### src/rtl/arith_pkg.sv
// Shared arithmetic definitions for the pipelined increment/decrement adder.
// Latency: n/a (types, constants and an elaboration-time helper only).
// Backpressure: n/a.
package arith_pkg;

  // Mode encoding carried with each beat.
  localparam logic MODE_INC = 1'b0;
  localparam logic MODE_DEC = 1'b1;

  // Pipeline depth: one stage per SEG_W-bit segment, rounded up.
  function automatic int stages_f(input int n, input int seg_w);
    return (n + seg_w - 1) / seg_w;
  endfunction

endpackage

### src/rtl/pipelined_one_adder_if.sv
// Streaming bus for the pipelined adder: input beat {A,cin,dec,sat} and result beat {SUM,cout}.
// Latency: n/a (wires only).
// Backpressure: in_valid/in_ready on the input side, out_valid/out_ready on the result side.
// master = producer of operands / consumer of results; slave = the adder.
interface pipelined_one_adder_if #(
  parameter int N = 32
);
  logic         in_valid;
  logic         in_ready;
  logic [N-1:0] A;
  logic         cin;
  logic         dec;
  logic         sat;
  logic         out_valid;
  logic         out_ready;
  logic [N-1:0] SUM;
  logic         cout;

  modport master (
    output in_valid, A, cin, dec, sat, out_ready,
    input  in_ready, out_valid, SUM, cout
  );

  modport slave (
    input  in_valid, A, cin, dec, sat, out_ready,
    output in_ready, out_valid, SUM, cout
  );
endinterface

### src/rtl/one_adder_seg.sv
// Combinational W-bit segment increment/decrement by a single carry/borrow bit.
// Latency: 0 cycles (purely combinational).
// Backpressure: none; sits inside a pipeline stage.
// Ports: seg/c_in/dec in, seg_out/c_out out (c_out is carry in inc mode, borrow in dec mode).
module one_adder_seg
  import arith_pkg::*;
#(
  parameter int W = 8
) (
  input  logic [W-1:0] seg,
  input  logic         c_in,
  input  logic         dec,
  output logic [W-1:0] seg_out,
  output logic         c_out
);

  logic [W:0] inc_sum;

  assign inc_sum = {1'b0, seg} + (W+1)'(c_in);

  // Subtracting one borrows out only when the segment is already zero.
  assign seg_out = (dec == MODE_DEC) ? (seg - W'(c_in)) : inc_sum[W-1:0];
  assign c_out   = (dec == MODE_DEC) ? ((seg == '0) && c_in) : inc_sum[W];

endmodule

### src/rtl/pipelined_one_adder.sv
// Pipelined N-bit A+cin / A-cin with optional saturation, one SEG_W-bit segment per stage.
// Latency: STAGES = ceil(N/SEG_W) cycles, 1 beat/cycle throughput.
// Backpressure: full; in_ready is combinational from out_ready through the stage chain.
// Ports: clk, reset (sync, active-high), bus (slave side of pipelined_one_adder_if).
module pipelined_one_adder
  import arith_pkg::*;
#(
  parameter int N     = 32,
  parameter int SEG_W = 8
) (
  input  logic                  clk,
  input  logic                  reset,
  pipelined_one_adder_if.slave  bus
);

  localparam int STAGES = stages_f(N, SEG_W);
  localparam int LAST   = STAGES - 1;

  // Per-stage state: valid, partial result, carry into the next segment, mode flags.
  logic [STAGES-1:0] vld_q;
  logic [N-1:0]      res_q [STAGES];
  logic [STAGES-1:0] cy_q;
  logic [STAGES-1:0] dec_q;
  logic [STAGES-1:0] sat_q;

  logic [N-1:0]      res_d [STAGES];
  logic [STAGES-1:0] cy_d;
  logic [STAGES-1:0] dec_d;
  logic [STAGES-1:0] sat_d;

  logic [STAGES-1:0] adv;   // stage content moves downstream this cycle
  logic [STAGES-1:0] load;  // stage captures a new beat this cycle
  logic              in_ready_w;

  assign in_ready_w   = !reset && (!vld_q[0] || adv[0]);
  assign bus.in_ready = in_ready_w;

  for (genvar k = 0; k < STAGES; k++) begin : g_stage
    localparam int LO = k * SEG_W;
    localparam int HI = ((k + 1) * SEG_W < N) ? ((k + 1) * SEG_W - 1) : (N - 1);
    localparam int W  = HI - LO + 1;

    logic [N-1:0] src_res;
    logic         src_cy;
    logic         src_dec;
    logic         src_sat;
    logic [W-1:0] seg_out;
    logic         c_out;
    logic [N-1:0] nxt;

    if (k == 0) begin : g_first
      assign src_res = bus.A;
      assign src_cy  = bus.cin;
      assign src_dec = bus.dec;
      assign src_sat = bus.sat;
      assign load[k] = bus.in_valid && in_ready_w;
    end else begin : g_next
      assign src_res = res_q[k-1];
      assign src_cy  = cy_q[k-1];
      assign src_dec = dec_q[k-1];
      assign src_sat = sat_q[k-1];
      assign load[k] = adv[k-1];
    end

    one_adder_seg #(.W(W)) u_seg (
      .seg     (src_res[HI:LO]),
      .c_in    (src_cy),
      .dec     (src_dec),
      .seg_out (seg_out),
      .c_out   (c_out)
    );

    // Only this stage's segment changes; higher bits ride along unresolved.
    always_comb begin
      nxt        = src_res;
      nxt[HI:LO] = seg_out;
    end

    assign res_d[k] = nxt;
    assign cy_d[k]  = c_out;
    assign dec_d[k] = src_dec;
    assign sat_d[k] = src_sat;

    // A stage is blocked only if every slot below it is full and the sink stalls,
    // which is the unrolled form of "downstream empty or advancing".
    if (k == LAST) begin : g_adv_last
      assign adv[k] = vld_q[k] && bus.out_ready;
    end else begin : g_adv_mid
      assign adv[k] = vld_q[k] && (bus.out_ready || !(&vld_q[LAST:k+1]));
    end
  end

  always_ff @(posedge clk) begin
    if (reset) begin
      vld_q <= '0;
      cy_q  <= '0;
      dec_q <= '0;
      sat_q <= '0;
      for (int k = 0; k < STAGES; k++) begin
        res_q[k] <= '0;
      end
    end else begin
      for (int k = 0; k < STAGES; k++) begin
        if (load[k]) begin
          vld_q[k] <= 1'b1;
          res_q[k] <= res_d[k];
          cy_q[k]  <= cy_d[k];
          dec_q[k] <= dec_d[k];
          sat_q[k] <= sat_d[k];
        end else if (adv[k]) begin
          vld_q[k] <= 1'b0;
        end
      end
    end
  end

  // Saturation is applied at the final stage output, once the full carry is known.
  // cout still reports the wrap when the result is clamped.
  assign bus.out_valid = vld_q[LAST];
  assign bus.cout      = cy_q[LAST];
  assign bus.SUM       = (sat_q[LAST] && cy_q[LAST]) ?
                         ((dec_q[LAST] == MODE_DEC) ? '0 : '1) : res_q[LAST];

endmodule

### src/flat_wrapper.sv
// flat-port wrapper written by rule: the top's interface ports become plain ports
module pipelined_one_adder_flat import arith_pkg::*;
#(
  parameter int N     = 32,
  parameter int SEG_W = 8
)
  (clk, reset, bus_in_valid, bus_A, bus_cin, bus_dec, bus_sat, bus_out_ready, bus_in_ready, bus_out_valid, bus_SUM, bus_cout);
  pipelined_one_adder_if #(.N(N)) bus_i ();
  input  logic clk;
  input  logic reset;
  input wire logic [$bits(bus_i.in_valid)-1:0] bus_in_valid;
  input wire logic [$bits(bus_i.A)-1:0] bus_A;
  input wire logic [$bits(bus_i.cin)-1:0] bus_cin;
  input wire logic [$bits(bus_i.dec)-1:0] bus_dec;
  input wire logic [$bits(bus_i.sat)-1:0] bus_sat;
  input wire logic [$bits(bus_i.out_ready)-1:0] bus_out_ready;
  output wire logic [$bits(bus_i.in_ready)-1:0] bus_in_ready;
  output wire logic [$bits(bus_i.out_valid)-1:0] bus_out_valid;
  output wire logic [$bits(bus_i.SUM)-1:0] bus_SUM;
  output wire logic [$bits(bus_i.cout)-1:0] bus_cout;
  assign bus_i.in_valid = bus_in_valid;
  assign bus_i.A = bus_A;
  assign bus_i.cin = bus_cin;
  assign bus_i.dec = bus_dec;
  assign bus_i.sat = bus_sat;
  assign bus_i.out_ready = bus_out_ready;
  assign bus_in_ready = bus_i.in_ready;
  assign bus_out_valid = bus_i.out_valid;
  assign bus_SUM = bus_i.SUM;
  assign bus_cout = bus_i.cout;
  pipelined_one_adder #(.N(N), .SEG_W(SEG_W)) u_core (.clk(clk), .reset(reset), .bus(bus_i));
endmodule
### config.mk
export PLATFORM = sky130hd
export DESIGN_NAME = pipelined_one_adder_flat
export DESIGN_NICKNAME = d
export VERILOG_FILES = /design/src/rtl/arith_pkg.sv /design/src/rtl/pipelined_one_adder_if.sv /design/src/rtl/one_adder_seg.sv /design/src/rtl/pipelined_one_adder.sv /design/src/flat_wrapper.sv
export SDC_FILE = /design/constraint.sdc
export NUM_CORES = 1
export LEC_CHECK = 0
export ABC_CLOCK_PERIOD_IN_PS = 2500
export CAP_MARGIN = 30
export CORE_MARGIN = 2
export CORE_UTILIZATION = 30
export DETAILED_ROUTE_END_ITERATION = 12
export SLEW_MARGIN = 15
export SYNTH_ARGS = -nofsm -noshare
export SYNTH_HDL_FRONTEND = slang
export SYNTH_SLANG_ARGS = --single-unit
export TNS_END_PERCENT = 100
### constraint.sdc
create_clock -name clk -period 2.5 [get_ports clk]
set_input_delay 0.5 -clock clk [delete_from_list [all_inputs] [get_ports clk]]
set_output_delay 0.5 -clock clk [all_outputs]
set_load 0.05 [all_outputs]
# Word-level counts from Yosys, hierarchy flattened

Memories as Yosys holds them, arrays and structs flattened.
Index checks and enable logic that the tools add are counted.

Register bits after elaboration: 16
RAM bits: 128
Input port bits: 39
Output and inout port bits: 35
Memories kept: 1

Memory list:

| name         | words | width | read ports | clocked after Yosys merged registers in | wr ports | RTL line                  | text |
|---|---|---|---|---|---|---|---|
| u_core.res_q | 4     | 32    | 4          | 0                                       | 4        | pipelined_one_adder.sv:21 | `logic [N-1:0] res_q [STAGES];` |

Add/subtract/negate cells: 8
Mux-type cells: 36
Bitwise logic cells: 4
Reduce and logical (&&, ||, !) cells: 30

Operators with widths:

| operator                  | number |
|---|---|
| 2-to-1 mux 32 bit         | 6 |
| adder 8 x 1 -> 9 bit      | 4 |
| logical NOT 8 bit         | 4 |
| 2-to-1 mux 8 bit          | 4 |
| subtractor 8 x 1 -> 8 bit | 4 |
| 2-to-1 mux 1 bit          | 26 |
| logical AND 1 bit         | 11 |
| nonzero test 2 bit        | 4 |
| logical NOT 1 bit         | 5 |
| logical OR 1 bit          | 4 |
| OR 1 bit                  | 4 |
| AND reduction 3 bit       | 1 |
| AND reduction 2 bit       | 1 |

# Longest topological paths before layout

Word-level depth: 11
Depth in mapped cells: 7

# Hierarchy

A second synthesis with hierarchy kept.

Cell total of the unflattened synthesis: 543
Area total of the unflattened synthesis: 6895.4 µm²

Modules (own cells, without submodules):

| module                                      | times used | cells each | area each (µm²) | sequential area each (µm²) |
|---|---|---|---|---|
| pipelined_one_adder                         | 1          | 390        | 5741.8          | 4164.0 |
| one_adder_seg (u_core.g_stage[0].u_seg ...) | 3          | 39         | 299.0           | 0.0 |
| one_adder_seg (u_core.g_stage[1].u_seg)     | 1          | 36         | 256.5           | 0.0 |

# Least setup slack after synthesis

Ideal clock, no wire load.

Path type: reg-to-reg
Start: register u_core.vld_q[3]
End: memory u_core.res_q[0][0], enable pin
Library setup time: 0.394 ns
Arrival time: 1.913 ns
Setup slack: 0.193 ns
Cell stages (with the launch flop): 4
Buffers on the path: 0
Period minus slack after synthesis: 2.307 ns
Path through: dfxtp_1 -> and4b_1 -> a211o_1 -> nand2b_1

RTL lines:

| item                             | RTL line                   | text |
|---|---|---|
| start: declaration               | pipelined_one_adder.sv:20  | `logic [STAGES-1:0] vld_q;` |
| start signal: assignment         | pipelined_one_adder.sv:95  | `vld_q <= '0;` |
| start signal: indexed assignment | pipelined_one_adder.sv:105 | `vld_q[k] <= 1'b1;` |
| start signal: indexed assignment | pipelined_one_adder.sv:111 | `vld_q[k] <= 1'b0;` |
| end: declaration                 | pipelined_one_adder.sv:21  |  |

# Final worst setup path

Start: input bus_out_ready
End: output bus_in_ready

Cells in the longest elaborated chain, start to end: 4

RTL lines:

| item               | RTL line                  | text |
|---|---|---|
| start: declaration | flat_wrapper.sv:16        | `input wire logic [$bits(bus_i.out_ready)-1:0] bus_out_ready;` |
| logical OR 1 bit   | pipelined_one_adder.sv:89 | `assign adv[k] = vld_q[k] && (bus.out_ready \|\| !(&vld_q[LAST:k+1]));` |
| logical AND 1 bit  | pipelined_one_adder.sv:89 |  |
| logical OR 1 bit   | pipelined_one_adder.sv:35 | `assign in_ready_w = !reset && (!vld_q[0] \|\| adv[0]);` |
| logical AND 1 bit  | pipelined_one_adder.sv:35 |  |
| end: declaration   | flat_wrapper.sv:17        | `output wire logic [$bits(bus_i.in_ready)-1:0] bus_in_ready;` |

Every way passes these cells.

==> results.md <==
- Minimum clock period: 2.29 ns
- Distinct cell type count after synthesis: 55
- Hold Crit Depth: 1
- Critical Path RT: 2.00 ns
- Syn Nets: 577
- Reg power frac: 48.1%
- Critical Path End Type: output port
- Comb pwr share: 8.3%
- CP top delay family: buffers and inverters
- Routed vias/inst: 4.38
- H-Tree Depth: 4
- Clk pwr share: 43.6%
- Post-DP Area: 0.00808 mm²
- Warnings, synthesis: 0
- # IOs: 74
- Worst Path Class, Setup: primary input to output port
- Diodes inserted: 0
- Fin nets: 661
- Slowest CP cell: clkdlybuf4s50_1
- Syn Inst Count: 522
- Ys async rst share: 0%
- Port bufs: 73
- Outcome: finished clean
- Most common cell after layout, fill and taps aside: edfxtp_1
- Via Count: 3940
- CTS tree: done
- CP endpoint: bus_in_ready
- RSZ-0062 raised after global routing: no
- Sw Share: 20.9%
- Row count: 54
- First-pass DRT Iterations: 5
- CTS Buf Count: 17
- Top FF cell, synth: edfxtp_1
- Clock sinks: 144
- Post-Syn Area: 0.00662 mm²
- Startpoint Class: primary input
- Peak supply drop: 0.373 mV
- Post-CTS Resized: 0
- Maximum operating frequency: 436 MHz
- Pin count of the biggest net entering global routing: 33
- Routed WL per cell: 12.9 µm
- Crit-path cells: clkdlybuf4s50_1 -> and4b_1 -> and2_1 -> nor2_1 -> buf_12
- RR Endpoint: u_core.res_q[0][46]$_SDFFCE_PN0P_
- Most frequent cells in the layout: 128 x edfxtp_1, 100 x and2_1, 48 x nor2_1, 40 x clkdlybuf4s50_1, 36 x buf_12
- R2R depth: 7
- Hpwl dp: 8.71 mm
- HP Class: flop to flop
- Vias in the first global route: 3970
- Gr usage total: 10.4%
- Clk buf depth: 2
- Remaining routing DRC violations: 0
- Max Cap Viol: 0
- CP max stage delay: 0.51 ns
- Clk pin slew, worst setup/hold paths: 0.05 ns
- Syn_area_per_cell: 12.7 µm²
- Chip height: 153 µm
- Starting Density: 30.4%
- Tot Pwr: 5.86 mW
- ANT nets after route: 0
- Post-synthesis sequential area ratio: 62.9%
- Setup Buffers After CTS: 0
- Grt ovf: 0
- Crit path buffers/inverters: 2
- Placer Congestion: 0.795
- Origin of the worst setup path: bus_out_ready
- Setup TNS Final: 0 ns
- Post-synth EDFFs: 128
- Slew HR: 50.7%
- Layout Area Growth over Synthesis: 31.2%
- Die X: 153 µm
- Cts hold-fix bufs: 0
- Reg2Reg Launch Point: u_core.res_q[0][8]$_SDFFCE_PN0P_
- Share of cells above drive strength 1: 14.1%
- Switching power: 1.23 mW
- Int Power: 4.63 mW
- Setup WS pre-CTS: 0.0801 ns
- Pwr dens: 674 mW/mm²
- Max-slew violations: 0
- Final instance area: 0.00869 mm²
- P_leak: 3.46 nW
- Worst EP arrival: 1.79 ns
- Worst Skew: 0.00760 ns
- Die ar.: 0.0233 mm²
- Root Buffer: clkbuf_16
- Period utilization: 91.7%
- Core ar.: 0.0218 mm²
- Final setup fails: 0
- Critical path peak fanout: 4
- Clock latency on the worst-skew pair: 0.42 ns
- Slew @ Worst Pin: 0.739 ns
- Worst hold slack: 0.484 ns
- Crit path setup slack, layout: 0.208 ns
- Global-route wire length before repair: 19.6 mm
- #FFs+latches synth: 144
- WL final: 11.6 mm
- CP Depth: 5
- R2R Setup Slk: 0.56 ns
- Initial antenna violation count: 0
- Final Hold Fails: 0
- DRT iter0 DRCs: 175
## stage by stage
stage / std cells / utilization (%)
3_5_place_dp: 867 / 37.1
5_1_grt: 899 / 39.9
4_1_cts: 899 / 39.9
3_3_place_gp: 865 / 37.1
6_report: 899 / 39.9
2_1_floorplan: 522 / -
## area by class of cell
class	instances	area [µm²]
flip-flops and latches	144	4160
inverters	16	60.1
repair buffers	87	1200
clock buffers	22	474
well taps	280	350
clock inverters	10	134
fillers	2062	13100
multi-input cells	340	2300
## kinds of logic (layout without fill, tap and decap cells)
family / Yosys count / count (layout) / synth area share (%)
adders and majority gates: 16 / 16 / 3.02
xor gates and xnor gates: 20 / 20 / 2.65
muxes: 5 / 5 / 0.756
and+or+nand+nor: 225 / 225 / 20.2
DFF: 144 / 144 / 62.9
buffers and inverters: 38 / 135 / 2.42
AOI/OAI and AO/OA: 74 / 74 / 8.11
## registers in the layout (all words and copies together) (netlist names)
name          count
u_core.cy_q       4
u_core.sat_q      4
u_core.res_q    128
u_core.dec_q      4
u_core.vld_q      4
## layer usage
layer  global-route usage, %  wire (µm)  part of all wire (%)  vias to the layer above
li1                        -          -                     -                     2042
met1                    13.8       5620                    48                     1766
met2                    15.7       5190                    45                      115
met3                    3.56        605                   5.2                       17
met4                    4.14        229                   2.0                        0
met5                       0          0                     0                        -
## cell usage after synthesis, drive strengths merged (4+ instances only)
cell	instances	area [µm²]
nor3b	5	53.8
ha	16	200
nand2	17	63.8
nand4b	4	35.0
a22o	8	70.1
and4b	4	40.0
nand3	4	20.0
o21ai	6	30.0
nor4bb	4	40.0
a21oi	9	45.0
xor2	14	123
nand4	5	31.3
dfxtp	16	320
nor2	49	184
edfxtp	128	3840
o22ai	4	25.0
clkbuf	21	88.8
inv	16	60.1
xnor2	6	52.6
mux2i	5	50.1
a21o	33	248
nand2b	6	37.5
and2	101	634
nand3b	5	37.5
## how the worst min path moves through the flow
stage	from	endpoint
2_1_floorplan	u_core.dec_q[3]$_SDFFE_PP0P_	u_core.dec_q[3]$_SDFFE_PP0P_
3_3_place_gp	u_core.sat_q[0]$_SDFFE_PP0P_	u_core.sat_q[1]$_SDFFE_PP0P_
3_5_place_dp	u_core.sat_q[2]$_SDFFE_PP0P_	u_core.sat_q[3]$_SDFFE_PP0P_
4_1_cts	u_core.sat_q[2]$_SDFFE_PP0P_	u_core.sat_q[3]$_SDFFE_PP0P_
5_1_grt	u_core.sat_q[3]$_SDFFE_PP0P_	u_core.sat_q[3]$_SDFFE_PP0P_
6_report	u_core.sat_q[3]$_SDFFE_PP0P_	u_core.sat_q[3]$_SDFFE_PP0P_
## power groups by stage
| stage | clock network [mW] | registers, mW | logic (mW) |
|---|---|---|---|
| after global routing | 2.69 | 2.83 | 0.523 |
| after detailed placement | 0 | 2.87 | 0.492 |
| final | 2.55 | 2.82 | 0.487 |
| after floorplan | 0 | 2.84 | 0.257 |
| after global placement | 0 | 2.87 | 0.483 |
| after CTS | 2.59 | 2.82 | 0.494 |
(Power assumes the default switching activity.)
